`config.mk`:
```
export PLATFORM = sky130hd
export DESIGN_NAME = ccg_response_misr
export DESIGN_NICKNAME = d
export VERILOG_FILES = /design/src/rtl/ccg_pkg.sv /design/src/rtl/ccg_misr_core.sv /design/src/rtl/ccg_response_misr.sv
export SDC_FILE = /design/constraint.sdc
export NUM_CORES = 1
export LEC_CHECK = 0
export ABC_CLOCK_PERIOD_IN_PS = 1400
export CORE_ASPECT_RATIO = 1.2
export CORE_MARGIN = 3
export CORE_UTILIZATION = 30
export DETAILED_ROUTE_END_ITERATION = 10
export PLACE_DENSITY = 0.69
export RECOVER_POWER = 100
export SETUP_SLACK_MARGIN = 0.02
export SLEW_MARGIN = 10
export SYNTH_ARGS = -nofsm -noshare
export SYNTH_HDL_FRONTEND = slang
export SYNTH_SLANG_ARGS = --single-unit
```
`constraint.sdc`:
```
create_clock -name clk -period 1.4 [get_ports clk]
set_clock_uncertainty 0.2 [all_clocks]
set_input_delay 0.14 -clock clk [delete_from_list [all_inputs] [get_ports clk]]
set_output_delay 0.14 -clock clk [all_outputs]
set_load 0.005 [all_outputs]
```
`src/rtl/ccg_pkg.sv`:
```
// Shared types and constants for the CCG response MISR capture stage.
// misr_step is written over a 64-bit container so any SIG_W up to 64 can reuse it.
package ccg_pkg;

  typedef enum logic [1:0] {
    IDLE = 2'd0,
    RUN  = 2'd1,
    DONE = 2'd2
  } ccg_misr_state_t;

  localparam logic [31:0] CCG_DEF_POLY   = 32'h04C11DB7;
  localparam logic [31:0] CCG_DEF_SEED   = 32'hFFFFFFFF;
  localparam int unsigned CCG_MISR_MAX_W = 64;

  // One MISR clock: shift left, fold the bit that left the w-bit register back in
  // through poly, and XOR the zero-extended response. Bits at and above w are cleared.
  function automatic logic [63:0] misr_step(
    input logic [63:0] sig,
    input logic [63:0] resp,
    input logic [63:0] poly,
    input int unsigned w
  );
    logic [63:0] mask;
    logic        msb;
    logic [63:0] nxt;
    mask = (w >= CCG_MISR_MAX_W) ? ~64'd0 : ((64'd1 << w) - 64'd1);
    msb  = |(sig & (64'd1 << (w - 32'd1)));
    nxt  = (sig << 1) ^ (msb ? poly : 64'd0) ^ resp;
    return nxt & mask;
  endfunction

endpackage

```
`src/rtl/ccg_misr_core.sv`:
```
// Signature register for the response MISR: load seeds it, enable advances it
// by one misr_step on the presented response word.
module ccg_misr_core
  import ccg_pkg::*;
#(
  parameter int               WIDTH = 19,
  parameter int               SIG_W = 32,
  parameter logic [SIG_W-1:0] POLY  = SIG_W'(CCG_DEF_POLY),
  parameter logic [SIG_W-1:0] SEED  = SIG_W'(CCG_DEF_SEED)
) (
  input  logic             clk,
  input  logic             rst,
  input  logic             i_load,
  input  logic             i_en,
  input  logic [WIDTH-1:0] i_resp,
  output logic [SIG_W-1:0] o_sig
);

  logic [SIG_W-1:0] r_sig;
  logic [SIG_W-1:0] w_next;

  assign w_next = SIG_W'(misr_step(64'(r_sig), 64'(i_resp), 64'(POLY), SIG_W));

  // Signature register; load takes priority over an update.
  always_ff @(posedge clk or posedge rst) begin
    if (rst) begin
      r_sig <= '0;
    end else if (i_load) begin
      r_sig <= SEED;
    end else if (i_en) begin
      r_sig <= w_next;
    end else begin
      r_sig <= r_sig;
    end
  end

  assign o_sig = r_sig;

endmodule

```
`src/rtl/ccg_response_misr.sv`:
```
// Capture stage compacting NUM_PATTERNS circuit responses into a MISR signature.
// Optional golden compare (port golden_sig, output pass) under CCG_MISR_GOLDEN_CMP_EN.
module ccg_response_misr
  import ccg_pkg::*;
#(
  parameter int               WIDTH        = 19,
  parameter int               SIG_W        = 32,
  parameter logic [SIG_W-1:0] POLY         = SIG_W'(CCG_DEF_POLY),
  parameter logic [SIG_W-1:0] SEED         = SIG_W'(CCG_DEF_SEED),
  parameter int               NUM_PATTERNS = 32
) (
  input  logic                                  clk,
  input  logic                                  rst,
  input  logic                                  start,
  input  logic                                  in_valid,
  output logic                                  in_ready,
  input  logic [WIDTH-1:0]                      in_resp,
  input  logic                                  sig_ack,
  output logic [SIG_W-1:0]                      sig_out,
  output logic                                  sig_valid,
  output logic                                  busy,
  output logic [$clog2(NUM_PATTERNS+1)-1:0]     pat_cnt
`ifdef CCG_MISR_GOLDEN_CMP_EN
  ,
  input  logic [SIG_W-1:0]                      golden_sig,
  output logic                                  pass
`endif
);

  localparam int CNT_W = $clog2(NUM_PATTERNS + 1);

  ccg_misr_state_t  r_state;
  logic [CNT_W-1:0] r_cnt;
  logic             r_ready;
  logic             r_valid;
  logic             r_busy;
  logic [SIG_W-1:0] w_sig;
  logic             w_load;
  logic             w_accept;
  logic             w_last;

  assign w_load   = start && ((r_state == IDLE) || (r_state == DONE));
  assign w_accept = in_valid && r_ready && (r_state == RUN);
  assign w_last   = (r_cnt == CNT_W'(NUM_PATTERNS - 1));

`ifdef CCG_MISR_GOLDEN_CMP_EN
  logic             r_pass;
  logic [SIG_W-1:0] w_final;

  // The signature the final accept is about to write, compared on the DONE entry edge.
  assign w_final = SIG_W'(misr_step(64'(w_sig), 64'(in_resp), 64'(POLY), SIG_W));
  assign pass    = r_pass;
`endif

  ccg_misr_core #(
    .WIDTH (WIDTH),
    .SIG_W (SIG_W),
    .POLY  (POLY),
    .SEED  (SEED)
  ) u_core (
    .clk    (clk),
    .rst    (rst),
    .i_load (w_load),
    .i_en   (w_accept),
    .i_resp (in_resp),
    .o_sig  (w_sig)
  );

  // Run control: state, accepted-beat counter and registered handshake/status flags.
  always_ff @(posedge clk or posedge rst) begin
    if (rst) begin
      r_state <= IDLE;
      r_cnt   <= '0;
      r_ready <= 1'b0;
      r_valid <= 1'b0;
      r_busy  <= 1'b0;
`ifdef CCG_MISR_GOLDEN_CMP_EN
      r_pass  <= 1'b0;
`endif
    end else begin
      case (r_state)
        IDLE: begin
          if (start) begin
            r_state <= RUN;
            r_cnt   <= '0;
            r_ready <= 1'b1;
            r_busy  <= 1'b1;
            r_valid <= 1'b0;
`ifdef CCG_MISR_GOLDEN_CMP_EN
            r_pass  <= 1'b0;
`endif
          end
        end
        RUN: begin
          if (w_accept) begin
            r_cnt <= r_cnt + CNT_W'(1);
            if (w_last) begin
              r_state <= DONE;
              r_ready <= 1'b0;
              r_busy  <= 1'b0;
              r_valid <= 1'b1;
`ifdef CCG_MISR_GOLDEN_CMP_EN
              r_pass  <= (w_final == golden_sig);
`endif
            end
          end
        end
        DONE: begin
          // A new start wins over a simultaneous acknowledge.
          if (start) begin
            r_state <= RUN;
            r_cnt   <= '0;
            r_ready <= 1'b1;
            r_busy  <= 1'b1;
            r_valid <= 1'b0;
`ifdef CCG_MISR_GOLDEN_CMP_EN
            r_pass  <= 1'b0;
`endif
          end else if (sig_ack) begin
            r_state <= IDLE;
            r_valid <= 1'b0;
          end
        end
        default: begin
          r_state <= IDLE;
          r_cnt   <= '0;
          r_ready <= 1'b0;
          r_valid <= 1'b0;
          r_busy  <= 1'b0;
`ifdef CCG_MISR_GOLDEN_CMP_EN
          r_pass  <= 1'b0;
`endif
        end
      endcase
    end
  end

  assign in_ready  = r_ready;
  assign sig_valid = r_valid;
  assign busy      = r_busy;
  assign pat_cnt   = r_cnt;
  assign sig_out   = w_sig;

endmodule

```
==> out/results.ini, run 1 <==
[global_route]
global_route_wire_length_before_repair_um = 10340
grt_start_max_net_pins = 42
grt_pass1_vias = 2091
grt_use_total_pct = 15.28
initial_antenna_violation_count = 0
gr-total-overflow = 0

[final_layout]
final_util_pct = 56.94
final_layout_size_suffix_gt1_share_pct = 49.40
n_antenna_cell = 0
final_design_area_no_fill_sq_mm = 0.003950
fillCellCount = 598
synthToLayoutAreaGrowth_pct = 80.71
design.final.nets = 358

[worst_setup_path]
worstSetupEndpointType = register
reg2reg_depth = 4
cpLargestDelayFamily = simple AND/OR/NAND/NOR gates
timing_worst_setup_path_type = reg -> reg
worst_ep_arrival_time_ns = 1.54
worst_path_largest_cell_delay_ns = 0.44
worst_path_max_delay_cell = sky130_fd_sc_hd__and4b_4
worstSetupStartpointType = register
buf_inv_on_cp = 2
critical_path.reg2reg.endpoint = u_core.o_sig[26]$_DFFE_PP0P_
r2r-start = r_state[1]$_DFFE_PP0P_
worstPathCellList = and4b_4, buf_6, buf_16, a21oi_4
worst-r2r-setup-slack_ns = -0.16
peak_fanout_along_the_critical_path = 8
crit_required_ns = 1.38

[logic_synthesis]
synth.distinct_cells = 33
yosysSeqAreaShare_pct = 46.94
synth_largest_area_cell = sky130_fd_sc_hd__dfrtp_1
synth_nets = 232
synth_area_per_cell_sq_um = 10.56
synth-warning-count = 0
post_synth_main_area_contributors = sky130_fd_sc_hd__dfrtp_1, sky130_fd_sc_hd__xnor2_1, sky130_fd_sc_hd__nand2_1
synth_top_area_share_pct = 46.94
synth-seq-cells = 41
syn_area_sq_mm = 0.002186
postSynthCellCount = 207

[routing]
drt_first_iter_violations = 40
remaining_drc_errors = 0
dr_total_vias = 2013
routed_wl_um = 6508
avgViaCountPerCell = 4.781
routedWlPerCell_um = 15.46
antenna_violating_nets_post_route = 0
dr.pass1.iters = 4

[sta]
timing.final.crit_share_pct = 111.6
setup_repair_after_global_routing_missed_its_margin = true
final_max_slew_viol_count = 0
setup_slack_ns = -0.1618
worst_slew_margin_rel_pct = 60.17
final_period_minus_worst_setup_slack_ns = 1.562
max_slew.worst_pin.slew_ns = 0.5974
timing.fmax_mhz = 640.3
hold_violations = 0
finalSetupViolCount = 41
finalSetupTns_ns = -4.208
hold_slack_ns = 0.2307

[clock_tree]
tritoncts = yes
tritoncts_num_sinks = 41
clockRootBuffer = sky130_fd_sc_hd__clkbuf_8
clkSlewWorstSetupHoldPaths_ns = 0.08
cts_max_path_buffers = 2
cts_inserted_buffers = 5
insertion_delay_ns = 0.29
clock_tree.htree_level_count = 2
cts_hold_repair.buffers = 0

[floorplanning]
design.core.area_sq_mm = 0.006937
overall_die_width_um = 83.92
fp.dieArea_sq_mm = 0.008350
floorplan.io_pins = 65
rows = 33
initial_core_util_pct = 31.51
die_outline_height_um = 99.51

[placed_design]
dp_hpwl_um = 3725
dpl_worst_slack_ns = -0.3566
place_area_sq_mm = 0.003164
buffer_ports.inserted = 64
finalWeightedCongestion = 0.7246

[min_path]
worstHoldPathType = in -> reg
timing.hold.worst_endpoint = r_state[0]$_DFFE_PP0P_
hp-start = in_valid
hold-path-cell-count = 5

[job]
cap_violations = 0

[power]
p_leak_uw = 0.001684
max_rail_drop_vdd_mv = 1.030
power.density_mw_per_mm2 = 1729

[run_status]
status = finished with violations
failed_checks = setup timing

[layout make-up]
cell class	count	area, sq um	share of cell area (%)
Clock buffer	7	96.34	2.439
Clock inverter	1	5.005	0.1267
Inverter	5	18.77	0.4751
Multi-Input combinational cell	146	1415	35.83
Sequential cell	41	1032	26.13
Tap cell	87	108.9	2.756
Timing Repair Buffer	134	1274	32.25
[timing repair]
item | 4_1_cts | 5_1_grt
resized for setup | 109 | 51
buffers inserted | 29 | 10
endpoints found under the setup margin | 81 | 46
gates cloned | 3 | 1
pin swaps | 13 | 15
[power by group]
group	leakage [uW]	internal, uW	switching (uW)
registers	0.000464	1650	323
logic	0.00117	2280	1710
clock network	0.0000542	446	423
[stage by stage]
stage / instances / power (uW)
floorplan: 207 / 3535
global placement: 371 / 5032
detailed placement: 371 / 5095
CTS: 411 / 6414
global route: 421 / 7275
finish: 421 / 6831
[per-layer routing]
metal	part of all wire [%]	GRT usage [%]	routed length, um
met5	0	0	0
met3	4.6	3.480	298
met1	40	18.65	2601
met2	53	27.13	3447
met4	2.5	4.084	160
[worst max-delay path by stage]
| stage | from | to | slack, ns | depth (start not counted) |
|---|---|---|---|---|
| floorplan | r_state[0]$_DFFE_PP0P_ | u_core.o_sig[10]$_DFFE_PP0P_ | -0.03 | 6 |
| global placement | in_valid | pat_cnt[5]$_DFFE_PP0P_ | -0.30 | 5 |
| detailed placement | in_valid | pat_cnt[3]$_DFFE_PP0P_ | -0.36 | 5 |
| CTS | busy$_DFFE_PP0P_ | u_core.o_sig[26]$_DFFE_PP0P_ | -0.13 | 5 |
| global route | r_state[1]$_DFFE_PP0P_ | u_core.o_sig[31]$_DFFE_PP0P_ | -0.20 | 5 |
| finish | r_state[1]$_DFFE_PP0P_ | u_core.o_sig[26]$_DFFE_PP0P_ | -0.16 | 4 |
[Yosys cell counts]
cell type	n
sky130_fd_sc_hd__a21boi_1	1
sky130_fd_sc_hd__nor2b_1	1
sky130_fd_sc_hd__o21bai_1	1
sky130_fd_sc_hd__inv_1	5
sky130_fd_sc_hd__xnor2_1	23
sky130_fd_sc_hd__nand2_1	27
sky130_fd_sc_hd__nor3_1	14
sky130_fd_sc_hd__o41ai_1	1
sky130_fd_sc_hd__xor2_1	10
sky130_fd_sc_hd__mux2i_1	3
sky130_fd_sc_hd__a31o_2	1
sky130_fd_sc_hd__clkbuf_1	1
sky130_fd_sc_hd__a21oi_2	10
sky130_fd_sc_hd__nand3_1	8
sky130_fd_sc_hd__dfrtp_1	41
sky130_fd_sc_hd__nand2b_1	5
sky130_fd_sc_hd__nand4b_1	1
sky130_fd_sc_hd__clkbuf_4	1
sky130_fd_sc_hd__a21oi_1	14
sky130_fd_sc_hd__nor2_1	2
sky130_fd_sc_hd__and4b_1	1
sky130_fd_sc_hd__and2_1	1
sky130_fd_sc_hd__nor3_2	10
sky130_fd_sc_hd__buf_4	2
sky130_fd_sc_hd__buf_2	3
sky130_fd_sc_hd__o21ai_0	6
sky130_fd_sc_hd__o2111ai_1	1
sky130_fd_sc_hd__nor2b_4	1
sky130_fd_sc_hd__buf_1	1
sky130_fd_sc_hd__or3_1	1
sky130_fd_sc_hd__buf_6	7
sky130_fd_sc_hd__ha_1	1
sky130_fd_sc_hd__a2111oi_4	2
[layout by cell type, fill, tap and decap left out, types with 4 or more instances in the layout]
cell type,Yosys,final
sky130_fd_sc_hd__clkdlybuf4s50_1,0,20
sky130_fd_sc_hd__clkbuf_8,0,7
sky130_fd_sc_hd__dfrtp_1,41,36
sky130_fd_sc_hd__dlygate4sd2_1,0,35
sky130_fd_sc_hd__nand2b_1,5,4
sky130_fd_sc_hd__a21oi_1,14,4
sky130_fd_sc_hd__nor3_4,0,10
sky130_fd_sc_hd__nand2_2,0,6
sky130_fd_sc_hd__dfrtp_2,0,5
sky130_fd_sc_hd__xor2_1,10,10
sky130_fd_sc_hd__a21oi_2,10,18
sky130_fd_sc_hd__inv_1,5,4
sky130_fd_sc_hd__buf_6,7,18
sky130_fd_sc_hd__nor3_2,10,7
sky130_fd_sc_hd__nand2_1,27,12
sky130_fd_sc_hd__nor3_1,14,7
sky130_fd_sc_hd__xnor2_1,23,23
sky130_fd_sc_hd__buf_4,2,43
sky130_fd_sc_hd__nand2_4,0,9
sky130_fd_sc_hd__nand3_2,0,7
sky130_fd_sc_hd__buf_12,0,4
[registers in the layout, summed over array words and instances, names as in the netlist]
| signal | cells |
|---|---|
| u_core.o_sig | 32 |
| r_state | 2 |
| pat_cnt | 6 |
| busy | 1 |
[cell families after synthesis]
group | share of synthesized area, %
and+or+nand+nor | 18.38
adders and majority gates | 0.5723
buffers and inverters | 6.525
muxes | 1.374
AOI/OAI and AO/OA | 12.99
xor gates and xnor gates | 13.22
DFF | 46.94
[worst min-delay path: stages]
cell	delay, ns
sky130_fd_sc_hd__dlymetal6s2s_1	0.15
sky130_fd_sc_hd__buf_6	0.14
sky130_fd_sc_hd__nand2_4	0.12
sky130_fd_sc_hd__o41ai_4	0.09
sky130_fd_sc_hd__nand2_1	0.05
Note: power is estimated with default switching activity, not from simulation.
==> inputs of run 2 (changes only) <==
--- a/config.mk
+++ b/config.mk
@@ -6,9 +6,11 @@
 export NUM_CORES = 1
 export LEC_CHECK = 0
 export ABC_CLOCK_PERIOD_IN_PS = 1400
+export CAP_MARGIN = 10
 export CORE_ASPECT_RATIO = 1.2
 export CORE_MARGIN = 3
 export CORE_UTILIZATION = 30
+export CTS_BUF_LIST = sky130_fd_sc_hd__clkbuf_8 sky130_fd_sc_hd__clkbuf_16
 export DETAILED_ROUTE_END_ITERATION = 10
 export PLACE_DENSITY = 0.69
 export RECOVER_POWER = 100
==> results of run 2 <==
Same layout as run 1: the final DEF is identical, and so are final timing and power.
